File: config.mk
export PLATFORM = sky130hd
export DESIGN_NAME = uart_program_loader
export DESIGN_NICKNAME = d
export VERILOG_FILES = /design/src/rtl/uart_program_loader.sv
export SDC_FILE = /design/constraint.sdc
export NUM_CORES = 1
export LEC_CHECK = 0
export CAP_MARGIN = 10
export CORE_ASPECT_RATIO = 1.5
export CORE_MARGIN = 2
export CORE_UTILIZATION = 50
export CTS_BUF_LIST = sky130_fd_sc_hd__clkbuf_4
export DETAILED_ROUTE_END_ITERATION = 10
export PLACE_DENSITY = 0.69
export SYNTH_ARGS = -nofsm -noshare
export SYNTH_HDL_FRONTEND = slang
export SYNTH_SLANG_ARGS = --single-unit
File: constraint.sdc
create_clock -name CLK -period 2.8 [get_ports CLK]
set_input_delay 0.28 -clock CLK [delete_from_list [all_inputs] [get_ports CLK]]
set_output_delay 0.28 -clock CLK [all_outputs]
set_load 0.01 [all_outputs]
File: src/rtl/uart_program_loader.sv
// rtl/uart_program_loader.sv - UART framed program image receiver writing words into instruction memory
// Frame: length byte N, N big-endian words, 8-bit additive checksum over the data bytes.
module uart_program_loader #(
    parameter int CLKS_PER_BIT = 868,
    parameter int INSTR_WIDTH  = 16,
    parameter int DEPTH        = 256,
    parameter int ADDR_WIDTH   = 8
) (
    input  logic                   CLK,
    input  logic                   RST,
    input  logic                   UART_TXD_IN,
    output logic                   wr_en,
    output logic [ADDR_WIDTH-1:0]  wr_addr,
    output logic [INSTR_WIDTH-1:0] wr_data,
    output logic                   busy,
    output logic                   load_done,
    output logic                   load_error
);
    localparam int BYTES = INSTR_WIDTH / 8;
    localparam int CW    = $clog2(CLKS_PER_BIT + 1);
    localparam int AW    = (BYTES > 1) ? INSTR_WIDTH - 8 : 8;
    localparam logic [CW-1:0] BIT_LAST  = CW'(CLKS_PER_BIT - 1);
    localparam logic [CW-1:0] HALF_LAST = CW'(CLKS_PER_BIT / 2 - 1);
    localparam logic [7:0]    BYTE_LAST = 8'(BYTES - 1);
    localparam logic [8:0]    DEPTH_W   = 9'(DEPTH);

    typedef enum logic [1:0] {RX_IDLE, RX_START, RX_DATA, RX_STOP} rx_state_t;
    typedef enum logic [2:0] {L_WAIT_LEN, L_RECV_DATA, L_RECV_SUM, L_DONE, L_ERROR} ld_state_t;

    rx_state_t        rx_state;
    logic             sync1, sync2, line_prev;
    logic [CW-1:0]    rx_cnt;
    logic [2:0]       rx_bit;
    logic [7:0]       rx_shift;
    logic             byte_valid, frame_err;

    ld_state_t        ld_state;
    logic [7:0]       len, sum, byte_idx;
    logic [8:0]       word_cnt;
    logic [AW-1:0]    asm_word;
    logic [INSTR_WIDTH-1:0] asm_next;

    // asm_word holds the bytes of the current word received so far; the new byte lands in the LSBs
    generate
        if (BYTES > 1) begin : g_multi
            assign asm_next = {asm_word, rx_shift};
        end else begin : g_single
            assign asm_next = rx_shift;
        end
    endgenerate

    always_ff @(posedge CLK) begin
        if (RST) begin
            sync1      <= 1'b1;
            sync2      <= 1'b1;
            line_prev  <= 1'b1;
            rx_state   <= RX_IDLE;
            rx_cnt     <= '0;
            rx_bit     <= '0;
            rx_shift   <= '0;
            byte_valid <= 1'b0;
            frame_err  <= 1'b0;
        end else begin
            sync1      <= UART_TXD_IN;
            sync2      <= sync1;
            line_prev  <= sync2;
            byte_valid <= 1'b0;
            frame_err  <= 1'b0;
            case (rx_state)
                RX_IDLE: begin
                    if (line_prev && !sync2) begin
                        rx_state <= RX_START;
                        rx_cnt   <= '0;
                    end
                end
                RX_START: begin
                    if (rx_cnt == HALF_LAST) begin
                        rx_cnt   <= '0;
                        rx_bit   <= '0;
                        rx_state <= sync2 ? RX_IDLE : RX_DATA;
                    end else begin
                        rx_cnt <= rx_cnt + 1'b1;
                    end
                end
                RX_DATA: begin
                    if (rx_cnt == BIT_LAST) begin
                        rx_cnt   <= '0;
                        rx_shift <= {sync2, rx_shift[7:1]};
                        rx_bit   <= rx_bit + 3'd1;
                        if (rx_bit == 3'd7) rx_state <= RX_STOP;
                    end else begin
                        rx_cnt <= rx_cnt + 1'b1;
                    end
                end
                RX_STOP: begin
                    if (rx_cnt == BIT_LAST) begin
                        rx_cnt     <= '0;
                        rx_state   <= RX_IDLE;
                        byte_valid <= sync2;
                        frame_err  <= !sync2;
                    end else begin
                        rx_cnt <= rx_cnt + 1'b1;
                    end
                end
                default: rx_state <= RX_IDLE;
            endcase
        end
    end

    always_ff @(posedge CLK) begin
        if (RST) begin
            ld_state   <= L_WAIT_LEN;
            len        <= '0;
            sum        <= '0;
            byte_idx   <= '0;
            word_cnt   <= '0;
            asm_word   <= '0;
            wr_en      <= 1'b0;
            wr_addr    <= '0;
            wr_data    <= '0;
            busy       <= 1'b0;
            load_done  <= 1'b0;
            load_error <= 1'b0;
        end else begin
            wr_en <= 1'b0;
            if (frame_err && ld_state != L_ERROR) begin
                ld_state   <= L_ERROR;
                load_error <= 1'b1;
                load_done  <= 1'b0;
                busy       <= 1'b0;
            end else if (byte_valid) begin
                case (ld_state)
                    L_WAIT_LEN, L_DONE: begin
                        load_done <= 1'b0;
                        len       <= rx_shift;
                        sum       <= '0;
                        byte_idx  <= '0;
                        word_cnt  <= '0;
                        if (rx_shift == 8'd0) begin
                            ld_state <= L_RECV_SUM;
                            busy     <= 1'b1;
                        end else if ({1'b0, rx_shift} > DEPTH_W) begin
                            ld_state   <= L_ERROR;
                            load_error <= 1'b1;
                        end else begin
                            ld_state <= L_RECV_DATA;
                            busy     <= 1'b1;
                        end
                    end
                    L_RECV_DATA: begin
                        sum      <= sum + rx_shift;
                        asm_word <= asm_next[AW-1:0];
                        if (byte_idx == BYTE_LAST) begin
                            byte_idx <= '0;
                            wr_en    <= 1'b1;
                            wr_addr  <= ADDR_WIDTH'(word_cnt);
                            wr_data  <= asm_next;
                            word_cnt <= word_cnt + 9'd1;
                            if (word_cnt + 9'd1 == {1'b0, len}) ld_state <= L_RECV_SUM;
                        end else begin
                            byte_idx <= byte_idx + 8'd1;
                        end
                    end
                    L_RECV_SUM: begin
                        busy <= 1'b0;
                        if (rx_shift == sum) begin
                            ld_state  <= L_DONE;
                            load_done <= 1'b1;
                        end else begin
                            ld_state   <= L_ERROR;
                            load_error <= 1'b1;
                        end
                    end
                    default: ;
                endcase
            end
        end
    end
endmodule

==> flow_summary.ini, run 1 <==
[timing]
fmax_mhz = 435
final_hold_viol_count = 0
post-route-worst-setup-slack_ps = 503
rsz0062_at_grt = false
timing.final.max_slew_violations = 0
finalCritPeriodShare = 0.820
tightest_slew_ps = 769
setup_tns_ps = 0
clock_skew_ps = 22.5
maxSlewHeadroom = 0.488
finalCriticalPeriod_ps = 2300
setup_viol = 0

[die]
die-area_mm2 = 0.00989
start_util = 0.515
dieWidth_um = 81.9
core_area_mm2 = 0.00883
rows = 42
io_pins = 31
die_h_um = 121

[critical_path]
crit_start = rx_cnt[0]
end_kind = register
reg2reg_from = rx_cnt[0]
cp-start-kind = register
criticalPathCategory = register to register
r2r_setup_slack_ps = 500
crit_path_cell_trace = ha_1 > nand2_1 > nor4_4 > nand3_2 > o21a_1 > or4_1 > a21oi_1
crit_required_ps = 3180
arrival_ps = 2680
cp_max_fo = 20
r2r_end = rx_state[0]
reg2regPathDepth = 7
crit_slowest_cell = or4_1
critPathMaxStageDelay_ps = 580
crit_end = rx_state[0]

[route]
wl_um = 9890
wl_per_cell_um = 14.9
antenna_left = 0
drt_iter0_markers = 188
vias_per_cell = 5.71
drc_errors = 0
dr.pass1.iters = 4
vias = 3801

[grt]
grt_max_degree = 80
grt_pass1_vias = 3611
grt_remaining_overflow = 0
grt_pass1_wl_um = 16500
antenna_found_initial = 0
grtUsageTotal = 0.213

[synthesis]
ys_seq_elements = 100
synth_edf_count = 0
synthArstFlopShare = 0
synth_cells = 531
yosysUniqueCellTypes = 58
synth_nets = 549
synth_ff_type = dfxtp_1
ys_seq_area_frac = 0.440
syn_area_mm2 = 0.00455
yosysWarnings = 0
avgSynthCellArea_um2 = 8.57

[hold_path]
hold_depth = 3
hold_path_class = primary input to register

[clock_tree]
cts_tree = built
cts.sinks = 100
clk_latency_ps = 470
clk_path_buf_depth = 2
path_clk_slew_ps = 150
cts_resized = 0
post_cts.repair.setup_buffers = 0
cts_buffers = 9
cts.hold.buffers_added = 0
root_buffer = clkbuf_4
cts.htree.levels = 3

[layout]
final_cell_area_mm2 = 0.00508
seq_area_mm2 = 0.00200
fillers = 797
layout_common_cells = dfxtp_1 (100), nand2_1 (86), nor2_1 (53)
final_common_cell = dfxtp_1
antennaDiodeCount = 0
fin_cells = 666
finish.utilization = 0.575
nNetsFinal = 569
multi_input_area_mm2 = 0.00239
layout-drive-gt1-share = 0.0629
area_delta_synth_final_pct = 11.6

[outcome]
status = completed

[placed_design]
io_buffers = 30
pre_cts_ws_ps = 516
placedCellCount = 650
dp_hpwl_um = 7000
gp_congestion = 0.867
place_area_mm2 = 0.00491

[job]
maxCapViolations = 0

[power]
peakVddDrop_mv = 0.290
p_per_area_mw_per_mm2 = 468
power.leakage_nw = 1.81
-- through the flow --
step	total power, W	hold WS (ps)
2_1_floorplan	0.00152	384
3_3_place_gp	0.00153	399
3_5_place_dp	0.00153	403
4_1_cts	0.00240	154
5_1_grt	0.00247	196
6_report	0.00237	192
-- power breakdown --
group	total, W	switching (W)	internal [W]
Clock	0.000876	0.000495	0.000382
Sequential	0.00143	0.00000594	0.00143
Combinational	0.0000634	0.0000476	0.0000158
-- layer usage --
layer | vias to the layer above | wire [um] | global-route usage | part of all wire
met5 | - | 0 | 0 | 0
met4 | 0 | 327 | 0.124 | 0.033
met3 | 22 | 193 | 0.0254 | 0.020
met2 | 45 | 5120 | 0.359 | 0.52
met1 | 1818 | 4250 | 0.252 | 0.43
li1 | 1916 | - | - | -
-- cell families (layout without fill, tap and decap cells) --
family,count (synthesis),count (layout),share of synthesized area
AND/OR/NAND/NOR,221,221,0.239
adder cells (fa/ha/maj),15,15,0.0429
buffers and inverters,37,62,0.0333
XOR/XNOR,19,19,0.0366
AO/OA/AOI/OAI,120,120,0.166
multiplexers,19,19,0.0421
flip-flops,100,100,0.440
-- how the worst min path moves through the flow --
| stage | slack [ps] | endpoint | startpoint |
|---|---|---|---|
| after CTS | 150 | line_prev | RST |
| after detailed placement | 400 | sync2 | sync1 |
| after floorplan | 380 | sync1 | UART_TXD_IN |
| after global placement | 400 | sync2 | sync1 |
| final | 190 | line_prev | RST |
| after global routing | 200 | line_prev | RST |
-- synth_stat cells (all sizes together), types with 2 or more instances --
cell     count  area share
a2111oi      3      0.0058
buf          9      0.0099
a211oi       2      0.0033
a311o        2      0.0044
a31oi        4      0.0055
nor4b        2      0.0052
nor4         6       0.012
nand2b       8       0.011
o21bai       2      0.0033
clkbuf      17       0.014
xor2        10       0.019
nor2b        5      0.0069
nand4        6      0.0083
or4          2      0.0033
nor2        54       0.046
nand2       87       0.072
nor3b        2      0.0033
mux2i       18       0.040
nand3       13       0.015
or3          2      0.0028
xnor2        9       0.017
and2         8       0.011
o31ai        6      0.0099
ha          14       0.039
dfxtp      100        0.44
a22oi        7       0.012
a21boi       2      0.0033
nor3        10       0.016
o21a         2      0.0033
a21oi       48       0.053
and4         3      0.0058
o21ai       23       0.025
inv         11      0.0091
a41oi        5      0.0096
and3         6      0.0083
a311oi       8       0.015
o221a        2      0.0050
or2          4      0.0055
-- final cells by class --
| type | instances | share of cell area |
|---|---|---|
| flip-flops and latches | 100 | 0.394 |
| clock inverters | 6 | 0.0185 |
| multi-input cells | 394 | 0.472 |
| clock buffers | 10 | 0.0148 |
| inverters | 11 | 0.00813 |
| repair buffers | 35 | 0.0655 |
| well taps | 110 | 0.0271 |
-- worst max-delay path: cells and delay by family, from the launching register on --
| family | cells | cell delay [ps] |
|---|---|---|
| adders and majority gates | 1 | 260 |
| and+or+nand+nor | 4 | 1050 |
| AOI/OAI and AO/OA | 2 | 500 |
| DFF | 1 | 420 |
-- registers in the layout, indices dropped and copies added, names as in the netlist, 8 cells and up, named ones only --
register	cells
sum	8
word_cnt	9
rx_cnt	10
len	8
wr_data	16
asm_word	8
wr_addr	8
byte_idx	8
rx_shift	8
Power figures use the tool's default switching activity.
==> inputs of run 2 (changes only) <==
==> constraint.sdc (replaced) <==
create_clock -name CLK -period 2.2 [get_ports CLK]
set_input_delay 0.22 -clock CLK [delete_from_list [all_inputs] [get_ports CLK]]
set_output_delay 0.22 -clock CLK [all_outputs]
set_load 0.01 [all_outputs]
==> flow_summary.ini, run 2 (synthesis results as in run 1) <==
[route]
antenna_left = 0
wl_met2_um = 5720
drt_iter0_markers = 210
vias_per_cell = 5.70
wl_um = 10500
wl_per_cell_um = 15.4
highest_layer = met4
met3_length_um = 237
drc_errors = 0
vias = 3893
dr.pass1.iters = 4
drt-met1-wl_um = 4220

[critical_path]
crit_required_ps = 2550
reg2reg_from = rx_shift[0]
arrival_ps = 2440
criticalPathCategory = register to register
r2r_setup_slack_ps = 100
r2r_end = sum[6]
end_kind = register
cp-start-kind = register
cp_max_fo = 2
reg2regPathDepth = 8

[layout]
largest_register_ffs = 16
finish.utilization = 0.595
layout_common_cells = dfxtp_1 (100), nand2_1 (86), nor2_1 (53)
largest-register = wr_data
antennaDiodeCount = 0
nNetsFinal = 586
area_delta_synth_final_pct = 15.5
fin_cells = 683
largestRegisters = wr_data x16, rx_cnt x10, word_cnt x9
fillers = 795
final_common_cell = dfxtp_1
layout-drive-gt1-share = 0.0995

[clock_tree]
cts.htree.levels = 3
clk_latency_ps = 460
path_clk_slew_ps = 150
post_cts.repair.setup_buffers = 0
cts.sinks = 100
clk_path_buf_depth = 2
root_buffer = clkbuf_4
cts_buffers = 9
cts_tree = built

[die]
io_pins = 31
start_util = 0.515
core_area_mm2 = 0.00883
dieWidth_um = 81.9
rows = 42
die_h_um = 121
die-area_mm2 = 0.00989

[placed_design]
placedCellCount = 667
pre_cts_ws_ps = 8.89
gp_congestion = 0.877
dp_hpwl_um = 7680
io_buffers = 30

[power]
p_per_area_mw_per_mm2 = 578
peakVddDrop_mv = 0.434
power_w = 0.00304
power.leakage_nw = 1.92

[timing]
maxSlewHeadroom = 0.559
setup_tns_ps = 0
rsz0062_at_grt = false
finalCriticalPeriod_ps = 2100
fmax_mhz = 477
finalCritPeriodShare = 0.952
post-route-worst-setup-slack_ps = 105
tightest_slew_ps = 656
timing.final.max_slew_violations = 0
setup_viol = 0
final_hold_viol_count = 0
clock_skew_ps = 18.7

[hold_path]
hold_end = sum[5]
hold_depth = 2
hold_path_class = primary input to register
min_from = RST

[job]
maxCapViolations = 0

[grt]
grt_remaining_overflow = 0
grt_max_degree = 44
grtUsageTotal = 0.221
grt_pass1_vias = 3661
antenna_found_initial = 0
grt_pass1_wl_um = 16900

[outcome]
status = completed
run 2: layer usage:
metal	track usage	vias up
met4	0.128	0
li1	-	1943
met5	0	-
met1	0.237	1875
met3	0.0299	22
met2	0.399	53
run 2: how the worst max path moves through the flow:
stage,from,end,slack (ps),depth (start not counted)
4_1_cts,byte_idx[0],ld_state[0],0.2,7
2_1_floorplan,rx_shift[0],sum[6],170,8
6_report,rx_shift[0],sum[6],100,8
3_3_place_gp,byte_idx[0],ld_state[0],90,7
5_1_grt,rx_shift[3],sum[7],3,7
3_5_place_dp,byte_idx[0],ld_state[0],9,7
run 2: where the power goes:
| group | switching [W] | leakage, nW | internal [W] |
|---|---|---|---|
| Clock | 0.000631 | 0.0920 | 0.000489 |
| Combinational | 0.0000657 | 1.02 | 0.0000273 |
| Sequential | 0.00000795 | 0.806 | 0.00182 |
| Total | 0.000705 | 1.92 | 0.00233 |
run 2: stage by stage:
step,instance area [um2],hold slack (ps)
after global routing,5250,138
after floorplan,4550,324
after global placement,5050,394
after CTS,5220,117
after detailed placement,5050,399
final,5250,145
run 2: timing repair:
item,CTS,global route
gates resized for setup,0,9
endpoints found under the setup margin,0,4
endpoints found under the hold margin,0,0
hold buffers,0,0
run 2: final cells by class:
class | count | area [um2] | area share
timing repair buffer | 52 | 473 | 0.0900
clock buffer | 10 | 75.1 | 0.0143
multi-input combinational | 394 | 2430 | 0.462
inverter | 11 | 41.3 | 0.00786
tap | 110 | 138 | 0.0262
sequential | 100 | 2000 | 0.381
clock inverter | 6 | 95.1 | 0.0181
run 2: critical path, stage by stage (launching register included):
cell and delay (ps):
dfxtp_1 340, ha_1 220, fa_1 400, a21o_1 200
a21oi_2 180, o21bai_1 80, a21oi_1 180, nor4_1 60
a311o_1 320
==> inputs of run 3 (changes only) <==
--- a/config.mk
+++ b/config.mk
@@ -7,7 +7,7 @@
 export LEC_CHECK = 0
 export CAP_MARGIN = 10
 export CORE_ASPECT_RATIO = 1.5
-export CORE_MARGIN = 2
+export CORE_MARGIN = 3
 export CORE_UTILIZATION = 50
 export CTS_BUF_LIST = sky130_fd_sc_hd__clkbuf_4
 export DETAILED_ROUTE_END_ITERATION = 10
==> flow_summary.ini, run 3 (synthesis results as in run 1) <==
[outcome]
status = completed

[power]
p_sw_w = 0.000735
pwr-share-clk = 0.323
combinationalPowerShare = 0.032
power.leakage_nw = 1.90
p_int_w = 0.00210
p_per_area_mw_per_mm2 = 545
power_w = 0.00283
peakVddDrop_mv = 0.324
seq_power_share = 0.644
p_sw_frac = 0.259

[layout]
final_common_cell = dfxtp_1
largest-register = wr_data
nNetsFinal = 586
finish.utilization = 0.589
layout_common_cells = dfxtp_1 (97), nand2_1 (86), nor2_1 (53)
layout-drive-gt1-share = 0.0977
area_delta_synth_final_pct = 14.3
largest_register_ffs = 16
largestRegisters = wr_data x16, rx_cnt x10, word_cnt x9
fillers = 813
antennaDiodeCount = 0

[route]
wl_per_cell_um = 15.6
wl_um = 10600
drc_errors = 0
vias = 3934
vias_per_cell = 5.76
drt_iter0_markers = 229
antenna_left = 0
dr.pass1.iters = 5

[die]
dieWidth_um = 83.9
rows = 42
start_util = 0.515
io_pins = 31
die_h_um = 123
core_area_mm2 = 0.00883
die-area_mm2 = 0.0103

[timing]
tightest_slew_ps = 629
finalCriticalPeriod_ps = 2070
fmax_mhz = 483
maxSlewHeadroom = 0.578
rsz0062_at_grt = false
timing.final.max_slew_violations = 0
final_hold_viol_count = 0
setup_viol = 0
clock_skew_ps = 20.0
finalCritPeriodShare = 0.942

[hold_path]
hold_path_class = primary input to register

[clock_tree]
cts_tree = built
clk_latency_ps = 460
post_cts.repair.setup_buffers = 0
clk_path_buf_depth = 2
root_buffer = clkbuf_4
path_clk_slew_ps = 160
cts.sinks = 100
cts_buffers = 9
cts.hold.buffers_added = 0
cts.htree.levels = 3

[grt]
grt_pass1_vias = 3830
grt_remaining_overflow = 0
grtUsageTotal = 0.214
antenna_found_initial = 0
grt_pass1_wl_um = 17700
grt_max_degree = 74

[job]
maxCapViolations = 0

[critical_path]
cp_max_fo = 2
arrival_ps = 2430
cp-start-kind = register
criticalPathCategory = register to register
end_kind = register
crit_required_ps = 2560

[placed_design]
io_buffers = 30
gp_congestion = 0.881
dp_hpwl_um = 7640
## run 3: final cells by class
cell class / instances / area (um2) / area share
well taps: 110 / 138 / 0.0265
inverters: 11 / 41.3 / 0.00795
repair buffers: 52 / 473 / 0.0910
multi-input cells: 394 / 2410 / 0.464
flip-flops and latches: 100 / 2010 / 0.386
clock inverters: 7 / 57.6 / 0.0111
clock buffers: 9 / 67.6 / 0.0130
## run 3: per-stage QoR
step           setup WS, ps  area [um2]  instances  TNS [ps]  hold slack (ps)
2_1_floorplan           174        4550        531         0              324
3_3_place_gp           34.0        5050        667         0              394
3_5_place_dp          -33.3        5050        667     -33.3              397
4_1_cts                3.52        5180        683         0             13.4
5_1_grt                12.2        5200        683         0             7.82
6_report                129        5200        683         0             29.7
## run 3: path summary, 6_finish.rpt
kind          startpoint          end  slack (ps)  cells past startpoint
max          rx_shift[0]       sum[6]         130                      8
min                  RST  wr_data[15]          30                      2
max reg2reg  rx_shift[0]       sum[6]         130                      8
min reg2reg        sync1        sync2         430                      1
## run 3: per-layer routing
metal,global-route usage,vias up,part of all wire
li1,-,1950,-
met1,0.230,1880,0.40
met2,0.385,72,0.53
met3,0.0510,32,0.029
met4,0.115,0,0.038
met5,0,-,0
## run 3: timing repair
action                                  4_1_cts  5_1_grt
endpoints found under the setup margin        1        3
resized for setup                             2        7
pin swaps                                     0        1
## run 3: power by group through the flow
stage               clock network [W]  logic (W)  registers [W]
floorplan                           0  0.0000686        0.00186
global placement                    0  0.0000879        0.00186
detailed placement                  0  0.0000900        0.00186
CTS                          0.000934  0.0000907        0.00183
global route                  0.00101   0.000101        0.00183
finish                       0.000916  0.0000908        0.00183
## run 3: worst max-delay path: stages, from the launching register on
cell and delay [ps]:
dfxtp_1 340, ha_1 230, fa_1 400, a21o_1 210
a21oi_2 180, o21bai_1 80, a21oi_1 170, nor4_1 60
a311o_1 320
